### config.mk
export PLATFORM = sky130hd
export DESIGN_NAME = lanes_block_sync
export DESIGN_NICKNAME = d
export VERILOG_FILES = /design/src/rtl/lanes_block_sync.sv
export SDC_FILE = /design/constraint.sdc
export NUM_CORES = 1
export LEC_CHECK = 0
export ABC_AREA = 1
export BUFFER_PORTS_ARGS = -buffer_cell sky130_fd_sc_hd__buf_2
export CORE_AREA = 10 10 221 223
export DETAILED_ROUTE_END_ITERATION = 12
export DIE_AREA = 0 0 231 233
export GPL_ROUTABILITY_DRIVEN = 1
export MAX_ROUTING_LAYER = met4
export PLACE_DENSITY = 0.6
export SYNTH_ARGS = -nofsm -noshare
export SYNTH_HDL_FRONTEND = slang
export SYNTH_SLANG_ARGS = --single-unit
### constraint.sdc
create_clock -name clk -period 1.9 [get_ports clk]
set_input_delay 0.19 -clock clk [delete_from_list [all_inputs] [get_ports clk]]
set_output_delay 0.19 -clock clk [all_outputs]
set_load 0.1 [all_outputs]
### src/rtl/lanes_block_sync.sv
// Two-lane block sync: samples deserializer words once per block, checks Gen2/Gen3
// sync headers, runs block lock and presents payload. Optional SYNC_ERR_CNT_EN adds an error counter.
//
// state  | meaning
// HUNT   | searching for LOCK_CNT consecutive good blocks, no payload output
// LOCKED | payload forwarded; UNLOCK_CNT consecutive bad blocks return to HUNT
module lanes_block_sync #(
  parameter int WIDTH      = 132,
  parameter int LOCK_CNT   = 4,
  parameter int UNLOCK_CNT = 8,
  parameter int STROBE_DLY = 3
) (
  input  logic             clk,
  input  logic             rst,
  input  logic             enable_dec,
  input  logic [1:0]       gen_speed,
  input  logic             descr_rst,
  input  logic [WIDTH-1:0] lane_0_rx_parallel,
  input  logic [WIDTH-1:0] lane_1_rx_parallel,
  output logic [127:0]     lane_0_data,
  output logic [127:0]     lane_1_data,
  output logic             lane_0_ctrl,
  output logic             lane_1_ctrl,
  output logic             data_valid,
  output logic             block_lock,
  output logic             sync_err,
  output logic [7:0]       sync_err_cnt
);

  localparam int IW = (WIDTH < 132) ? 132 : WIDTH;
  localparam logic [3:0] LOCK_M1   = 4'(LOCK_CNT - 1);
  localparam logic [3:0] UNLOCK_M1 = 4'(UNLOCK_CNT - 1);

  typedef enum logic {HUNT = 1'b0, LOCKED = 1'b1} state_t;

  typedef struct packed {
    logic         valid;
    logic         ctrl;
    logic [127:0] pay;
  } lane_dec_t;

  function automatic lane_dec_t dec_lane(input logic [IW-1:0] w, input logic [1:0] gen);
    lane_dec_t d;
    d = '0;
    case (gen)
      2'b10: begin
        d.valid = (w[1:0] == 2'b01) || (w[1:0] == 2'b10);
        d.ctrl  = (w[1:0] == 2'b10);
        d.pay   = {64'd0, w[65:2]};
      end
      2'b01: begin
        d.valid = (w[3:0] == 4'b0011) || (w[3:0] == 4'b1100);
        d.ctrl  = (w[3:0] == 4'b1100);
        d.pay   = w[131:4];
      end
      default: begin
        d.valid = 1'b1;
        d.pay   = {120'd0, w[7:0]};
      end
    endcase
    return d;
  endfunction

  state_t                state;
  logic [STROBE_DLY-1:0] strb_sr;
  logic [3:0]            good_cnt;
  logic [3:0]            bad_cnt;
  logic [IW-1:0]         w0, w1;
  lane_dec_t             d0, d1;
  logic                  s_edge, gen4, blk_good, lock_after;

  assign w0       = IW'(lane_0_rx_parallel);
  assign w1       = IW'(lane_1_rx_parallel);
  assign d0       = dec_lane(w0, gen_speed);
  assign d1       = dec_lane(w1, gen_speed);
  assign s_edge   = strb_sr[STROBE_DLY-1];
  assign gen4     = ~(gen_speed[1] ^ gen_speed[0]);
  assign blk_good = d0.valid & d1.valid;

  // Lock status that results from the block sampled at this edge
  assign lock_after = gen4 ||
                      ((state == HUNT) ? (blk_good && (good_cnt == LOCK_M1))
                                       : (blk_good || (bad_cnt != UNLOCK_M1)));

  assign block_lock = (state == LOCKED);

  always_ff @(posedge clk or negedge rst) begin
    if (!rst) begin
      state       <= HUNT;
      strb_sr     <= '0;
      good_cnt    <= '0;
      bad_cnt     <= '0;
      data_valid  <= 1'b0;
      sync_err    <= 1'b0;
      lane_0_data <= '0;
      lane_1_data <= '0;
      lane_0_ctrl <= 1'b0;
      lane_1_ctrl <= 1'b0;
    end else if (!enable_dec) begin
      state       <= HUNT;
      strb_sr     <= '0;
      good_cnt    <= '0;
      bad_cnt     <= '0;
      data_valid  <= 1'b0;
      sync_err    <= 1'b0;
      lane_0_data <= '0;
      lane_1_data <= '0;
      lane_0_ctrl <= 1'b0;
      lane_1_ctrl <= 1'b0;
    end else begin
      strb_sr[0] <= descr_rst;
      for (int i = 1; i < STROBE_DLY; i++) strb_sr[i] <= strb_sr[i-1];
      data_valid <= 1'b0;
      sync_err   <= 1'b0;
      if (s_edge) begin
        if (gen4) begin
          good_cnt <= '0;
          bad_cnt  <= '0;
        end else if (state == HUNT) begin
          bad_cnt  <= '0;
          good_cnt <= (blk_good && !lock_after) ? good_cnt + 4'd1 : 4'd0;
        end else begin
          good_cnt <= '0;
          bad_cnt  <= (!blk_good && lock_after) ? bad_cnt + 4'd1 : 4'd0;
        end
        state      <= lock_after ? LOCKED : HUNT;
        data_valid <= lock_after;
        sync_err   <= ~blk_good;
        // Payload held on the unlocking block and while hunting
        if (lock_after) begin
          lane_0_data <= d0.pay;
          lane_1_data <= d1.pay;
          lane_0_ctrl <= d0.ctrl;
          lane_1_ctrl <= d1.ctrl;
        end
      end
    end
  end

`ifdef SYNC_ERR_CNT_EN
  logic [7:0] err_cnt;

  always_ff @(posedge clk or negedge rst) begin
    if (!rst) begin
      err_cnt <= '0;
    end else if (!enable_dec) begin
      err_cnt <= '0;
    end else if (s_edge && !blk_good && (err_cnt != 8'hFF)) begin
      err_cnt <= err_cnt + 8'd1;
    end
  end

  assign sync_err_cnt = err_cnt;
`else
  assign sync_err_cnt = 8'h00;
`endif

endmodule

==> results.sh, run 1 <==
export IMPL_cts_sinks=272
export IMPL_numCtsBuffers=34
export IMPL_drtAntennaViolNets=0
export IMPL_drive_gt1_frac=0.298
export IMPL_hold_start="lane_0_rx_parallel[48]"
export IMPL_clock_skew_ns=0.0188
export IMPL_drt_iter0_drc=915
export IMPL_pre_cts_ws_ns=-0.0362
export IMPL_area_delta_synth_final_pct=46.4
export IMPL_critPathRequiredTime_ns=2.36
export IMPL_root_buffer="clkbuf_16"
export IMPL_slowest_delay_ns=0.41
export IMPL_slowest_stage="dfrtp_1"
export IMPL_yosys_top_cells_area="dfrtp_1 52%, nand2_1 16%, nand4_1 12%"
export IMPL_place_hpwl_mm=38.9
export IMPL_r2r_end="lane_0_data[63]"
export IMPL_cp_start_kind="register"
export IMPL_slew_headroom=0.574
export IMPL_grt_max_degree=121
export IMPL_synth_cell_type_count=24
export IMPL_drc_errors=0
export IMPL_path_clk_slew_ns=0.06
export IMPL_outcome="complete, no violations"
export IMPL_syn_inst=1595
export IMPL_criticalPathCategory="register to register"
export IMPL_drt_first_pass_iters=5
export IMPL_vias_per_cell=4.96
export IMPL_ys_async_sr_fraction=1.00
export IMPL_r2r_start="good_cnt[0]"
export IMPL_grt_pass1_vias=14200
export IMPL_critPathTopFamily="simple AND/OR/NAND/NOR gates"
export IMPL_cts_tree="yes"
export IMPL_dp_cells=2646
export IMPL_arrival_ns=2.28
export IMPL_hold_depth=5
export IMPL_finalSetupTns_ns=0
export IMPL_finalSetupViolCount=0
export IMPL_fp_dieArea_mm2=0.0538
export IMPL_antenna_found_initial=16
export IMPL_max_freq_mhz=549
export IMPL_synth_most_common_cell="nand2_1"
export IMPL_layout_min_cycle_time_ns=1.82
export IMPL_rows=77
export IMPL_fin_area_mm2=0.0193
export IMPL_num_vias=14200
export IMPL_power_leakage_uw=0.0114
export IMPL_tightest_slew_ns=0.640
export IMPL_wire_per_inst_um=19.7
export IMPL_cts_path_max_buffers=3
export IMPL_slew_violations=0
export IMPL_path_cells="ha_1 > nand2_1 > nand2_1 > nand3_4 > nand3_2 > nand2_8 > buf_12 > clkbuf_16 > nand2_1 > nand2_1"
export IMPL_cp_depth=10
export IMPL_postSynthAreaPerCell_um2=8.26
export IMPL_synth_edff_count=0
export IMPL_ys_ff_latch=272
export IMPL_nets=2512
export IMPL_start_util=0.299
export IMPL_clk_latency_ns=0.53
export IMPL_r2r_cells=10
export IMPL_cap_violations=0
export IMPL_critPathCaptureType="register"
export IMPL_critical_path_buf_inv_count=2
export IMPL_grt_overflow=0
export IMPL_htreeDepth=2
export IMPL_finalCritPeriodShare=0.958
export IMPL_synth_top_area_cell="dfrtp_1"
export IMPL_final_hold_viol_count=0
export IMPL_cpMostUsedCell="nand2_1"
export IMPL_path_max_fanout=29
export IMPL_peakVddDrop_mv=0.439
export IMPL_hold_path_end="lane_0_data[46]"
export IMPL_place_area_mm2=0.0167
export IMPL_ys_flop_type="dfrtp_1"
export IMPL_ys_warnings_count=0
export IMPL_core_area_mm2=0.0441
export IMPL_seq_area_frac_synth=0.517
export IMPL_netlist_area_mm2=0.0132
export IMPL_die_h_um=233
export IMPL_track_usage=0.199
export IMPL_wl_mm=56.3
export IMPL_fin_ws_ns=0.0802
export IMPL_ff2ff_setup_slack_ns=0.08
export IMPL_finalNonFillerCells=2859
export IMPL_worstHoldPathType="primary input to register"
export IMPL_routabilityCongestion=0.972
export IMPL_synthTopCellsByCount="578 x nand2_1, 272 x dfrtp_1, 243 x nand4_1"
export IMPL_die_w_um=231
export IMPL_synth_top_area_share=0.517
export IMPL_rsz0062_at_grt="no"
export IMPL_final_util=0.437
export IMPL_p_per_area_mw_per_mm2=755
export IMPL_grt_pass1_wl_mm=82.8
export IMPL_pin_count=539
export IMPL_port_buffers=530
==> cell families after synthesis <==
logic type,after synthesis,share of synthesized area
flip-flops,272,0.517
AO/OA/AOI/OAI,146,0.0672
XOR/XNOR,4,0.00266
other,1,0.000285
adder cells (fa/ha/maj),10,0.00950
buffers and inverters,302,0.107
AND/OR/NAND/NOR,860,0.297
==> power by group <==
group	switching, uW	internal (uW)
sequential	23.9	5840
combinational	1630	886
clock	2500	3690
total	4150	10400
==> layout by cell type (no fill, tap or decap), drive strengths merged <==
master       netlist  routed
inv              152     153
bufinv             0       1
conb               1       8
nand2            580     582
nand3             27      27
dfrtp            272     272
nor2               6       6
nor3               2       2
nand3b             1       1
buf               70     608
nor4               1       1
a21oi              1       1
clkbuf            80      53
diode              0      16
o22ai            124     124
xor2               3       3
nand4            243     243
dlygate4sd3        0     131
o21ai             21      21
xnor2              1       1
clkinv             0       3
ha                10      10
==> registers in the layout, indices dropped and copies added (netlist names) <==
register	count
sync_err	1
good_cnt	4
lane_1_data	128
bad_cnt	4
lane_0_ctrl	1
block_lock	1
lane_1_ctrl	1
data_valid	1
lane_0_data	128
strb_sr	3
==> routing by layer <==
| metal | global-route usage | share of wire | routed length, um | up-vias |
|---|---|---|---|---|
| li1 | - | - | - | 6660 |
| met1 | 0.237 | 0.41 | 22900 | 6743 |
| met2 | 0.319 | 0.48 | 27200 | 694 |
| met3 | 0.0573 | 0.085 | 4760 | 93 |
| met4 | 0.0625 | 0.025 | 1430 | 0 |
| met5 | - | 0 | 0 | - |
==> layout make-up <==
class	instances	area, um2
clock inverter	5	53.8
antenna	16	40.0
multi-input combinational	1030	5050
sequential	272	6810
tap	592	741
fill	4398	24800
clock buffer	50	982
timing repair buffer	742	5030
inverter	152	586
==> worst max path at each step <==
stage,startpoint,to,slack [ns]
6_report,good_cnt[0],lane_0_data[63],0.08
3_5_place_dp,gen_speed[1],lane_0_data[26],-0.04
3_3_place_gp,gen_speed[1],lane_1_data[11],-0.03
5_1_grt,good_cnt[0],lane_0_data[75],0.001
4_1_cts,bad_cnt[1],lane_1_data[11],0.05
2_1_floorplan,block_lock,lane_0_data[36],0.21
==> worst reg2reg max path: cells and delay by family (launching register included) <==
family / cells / cell delay (ns)
and+or+nand+nor: 7 / 0.75
DFF: 1 / 0.41
buffers and inverters: 2 / 0.36
adders and majority gates: 1 / 0.24
==> stage by stage <==
stage | power, uW | hold slack, ns
floorplan | 7250 | -0.106
global placement | 8130 | 0.152
detailed placement | 8140 | 0.150
CTS | 14600 | 0.00979
global route | 15100 | 0.0468
finish | 14600 | 0.0394
==> timing repair <==
item | CTS | global route
endpoints found under the setup margin | 0 | 203
setup buffers | 0 | 6
endpoints found under the hold margin | 200 | 0
hold buffers | 131 | 0
resized for setup | 0 | 7
No activity file was read; power rests on OpenSTA's default activity.
==> run 2, diff against run 1 <==
- CORE_AREA: 10 10 221 223 -> 10 10 201 203
- CTS_BUF_LIST: default -> sky130_fd_sc_hd__clkbuf_8
- DIE_AREA: 0 0 231 233 -> 0 0 211 213
- GPL_ROUTABILITY_DRIVEN: 1 -> default
- PLACE_DENSITY: 0.6 -> 0.69
==> results.sh, run 2 (synthesis gave the netlist of run 1 again) <==
export IMPL_outcome="complete, no violations"
export IMPL_clock_skew_ns=0.0392
export IMPL_cts_tree="yes"
export IMPL_p_per_area_mw_per_mm2=688
export IMPL_layout_min_cycle_time_ns=1.83
export IMPL_pin_count=539
export IMPL_met1_length_mm=22.8
export IMPL_place_hpwl_mm=38.2
export IMPL_final_common_cell="nand2_1"
export IMPL_critPathRequiredTime_ns=2.45
export IMPL_die_w_um=211
export IMPL_cp_start_kind="register"
export IMPL_die_h_um=213
export IMPL_mostFrequentLayoutCells="578 x nand2_1, 529 x buf_2, 289 x dlygate4sd3_1"
export IMPL_largestRegisters="lane_0_data: 128 flops, lane_1_data: 128 flops"
export IMPL_peakVddDrop_mv=0.444
export IMPL_wire_per_inst_um=20.5
export IMPL_root_buffer="clkbuf_8"
export IMPL_num_vias=15700
export IMPL_critPathTopFamily="buffers and inverters"
export IMPL_finalSetupTns_ns=0
export IMPL_power_leakage_uw=0.0123
export IMPL_critPathCaptureType="register"
export IMPL_max_freq_mhz=548
export IMPL_drt_iter0_drc=1722
export IMPL_numCtsBuffers=50
export IMPL_slowest_delay_ns=0.37
export IMPL_wl_mm=60.1
export IMPL_cap_violations=0
export IMPL_pre_cts_ws_ns=-0.0438
export IMPL_rows=70
export IMPL_cts_sinks=272
export IMPL_slew_headroom=0.490
export IMPL_path_max_fanout=17
export IMPL_clk_latency_ns=0.64
export IMPL_drive_gt1_frac=0.291
export IMPL_start_util=0.363
export IMPL_arrival_ns=2.38
export IMPL_criticalPathCategory="register to register"
export IMPL_tightest_slew_ns=0.765
export IMPL_dr_wl_met2_mm=28.5
export IMPL_wl_met3_mm=5.43
export IMPL_worstHoldPathType="primary input to register"
export IMPL_antenna_found_initial=3
export IMPL_path_clk_slew_ns=0.07
export IMPL_track_usage=0.256
export IMPL_nets=2699
export IMPL_final_util=0.574
export IMPL_critical_path_buf_inv_count=3
export IMPL_top_layer="met4"
export IMPL_cts_path_max_buffers=3
export IMPL_final_hold_viol_count=0
export IMPL_path_cells="ha_2 > nand3_2 > a21oi_2 > buf_4 > nand3_4 > buf_4 > nand2_8 > clkbuf_16 > nand2_1 > nand2_1"
export IMPL_htreeDepth=2
export IMPL_area_delta_synth_final_pct=58.0
export IMPL_grt_pass1_wl_mm=89.1
export IMPL_slew_violations=0
export IMPL_grt_max_degree=114
export IMPL_finalCritPeriodShare=0.961
export IMPL_fin_ws_ns=0.0742
export IMPL_grt_overflow=0
export IMPL_fin_area_mm2=0.0208
export IMPL_core_area_mm2=0.0363
export IMPL_worst_hold_slack_ns=0.0683
export IMPL_drc_errors=0
export IMPL_routabilityCongestion=0.901
export IMPL_drt_first_pass_iters=6
export IMPL_fp_dieArea_mm2=0.0449
export IMPL_place_area_mm2=0.0166
export IMPL_slowest_stage="dfrtp_1"
export IMPL_vias_per_cell=5.36
export IMPL_port_buffers=530
export IMPL_finalSetupViolCount=0
export IMPL_grt_pass1_vias=15800
export IMPL_drtAntennaViolNets=0
-- run 2: report_power, final --
group / switching [uW] / leakage (uW) / total (uW) / internal [uW]
sequential: 25.2 / 0.00379 / 5860 / 5840
clock: 2610 / 0.000578 / 5570 / 2960
combinational: 1730 / 0.00789 / 2890 / 1160
-- run 2: through the flow --
| stage | instances | power, uW |
|---|---|---|
| floorplan | 1602 | 7250 |
| global placement | 2530 | 8120 |
| detailed placement | 2530 | 8130 |
| CTS | 2909 | 14200 |
| global route | 2928 | 14900 |
| finish | 2932 | 14300 |
-- run 2: repair_timing --
item / CTS / global route
resized for setup: 0 / 17
hold buffers: 289 / 0
setup endpoints to repair: 0 / 118
endpoints found under the hold margin: 401 / 0
setup buffers: 0 / 6
-- run 2: worst reg2reg max path, stage by stage (launching register included) --
cell and delay, ns:
dfrtp_1 0.37, ha_2 0.21, nand3_2 0.10, a21oi_2 0.17, buf_4 0.14, nand3_4 0.08, buf_4 0.16, nand2_8 0.15
clkbuf_16 0.23, nand2_1 0.07, nand2_1 0.06
-- run 2: worst paths after layout --
kind                                             start          endpoint  slack [ns]  cells past startpoint
worst min register to register              strb_sr[0]        strb_sr[1]        0.45                      2
max in group asynchronous                          rst   lane_0_data[99]        0.99                      3
worst min-delay path            lane_1_rx_parallel[10]    lane_1_data[8]        0.07                      5
worst max register to register              bad_cnt[1]   lane_1_data[19]        0.07                     10
min in group asynchronous                          rst  lane_1_data[103]        0.12                      2
worst max-delay path                        bad_cnt[1]   lane_1_data[19]        0.07                     10
-- run 2: per-layer routing --
| metal | up-vias | GRT usage |
|---|---|---|
| li1 | 7031 | - |
| met2 | 1099 | 0.399 |
| met1 | 7354 | 0.296 |
| met4 | 0 | 0.147 |
| met3 | 237 | 0.0641 |
| met5 | - | - |
-- run 2: layout make-up --
| cell class | instances | area [um2] |
|---|---|---|
| diodes | 7 | 17.5 |
| clock buffers | 62 | 853 |
| clock inverters | 28 | 139 |
| fillers | 2969 | 15400 |
| inverters | 152 | 586 |
| multi-input cells | 1032 | 5120 |
| flip-flops and latches | 272 | 6810 |
| well taps | 468 | 586 |
| repair buffers | 911 | 6710 |
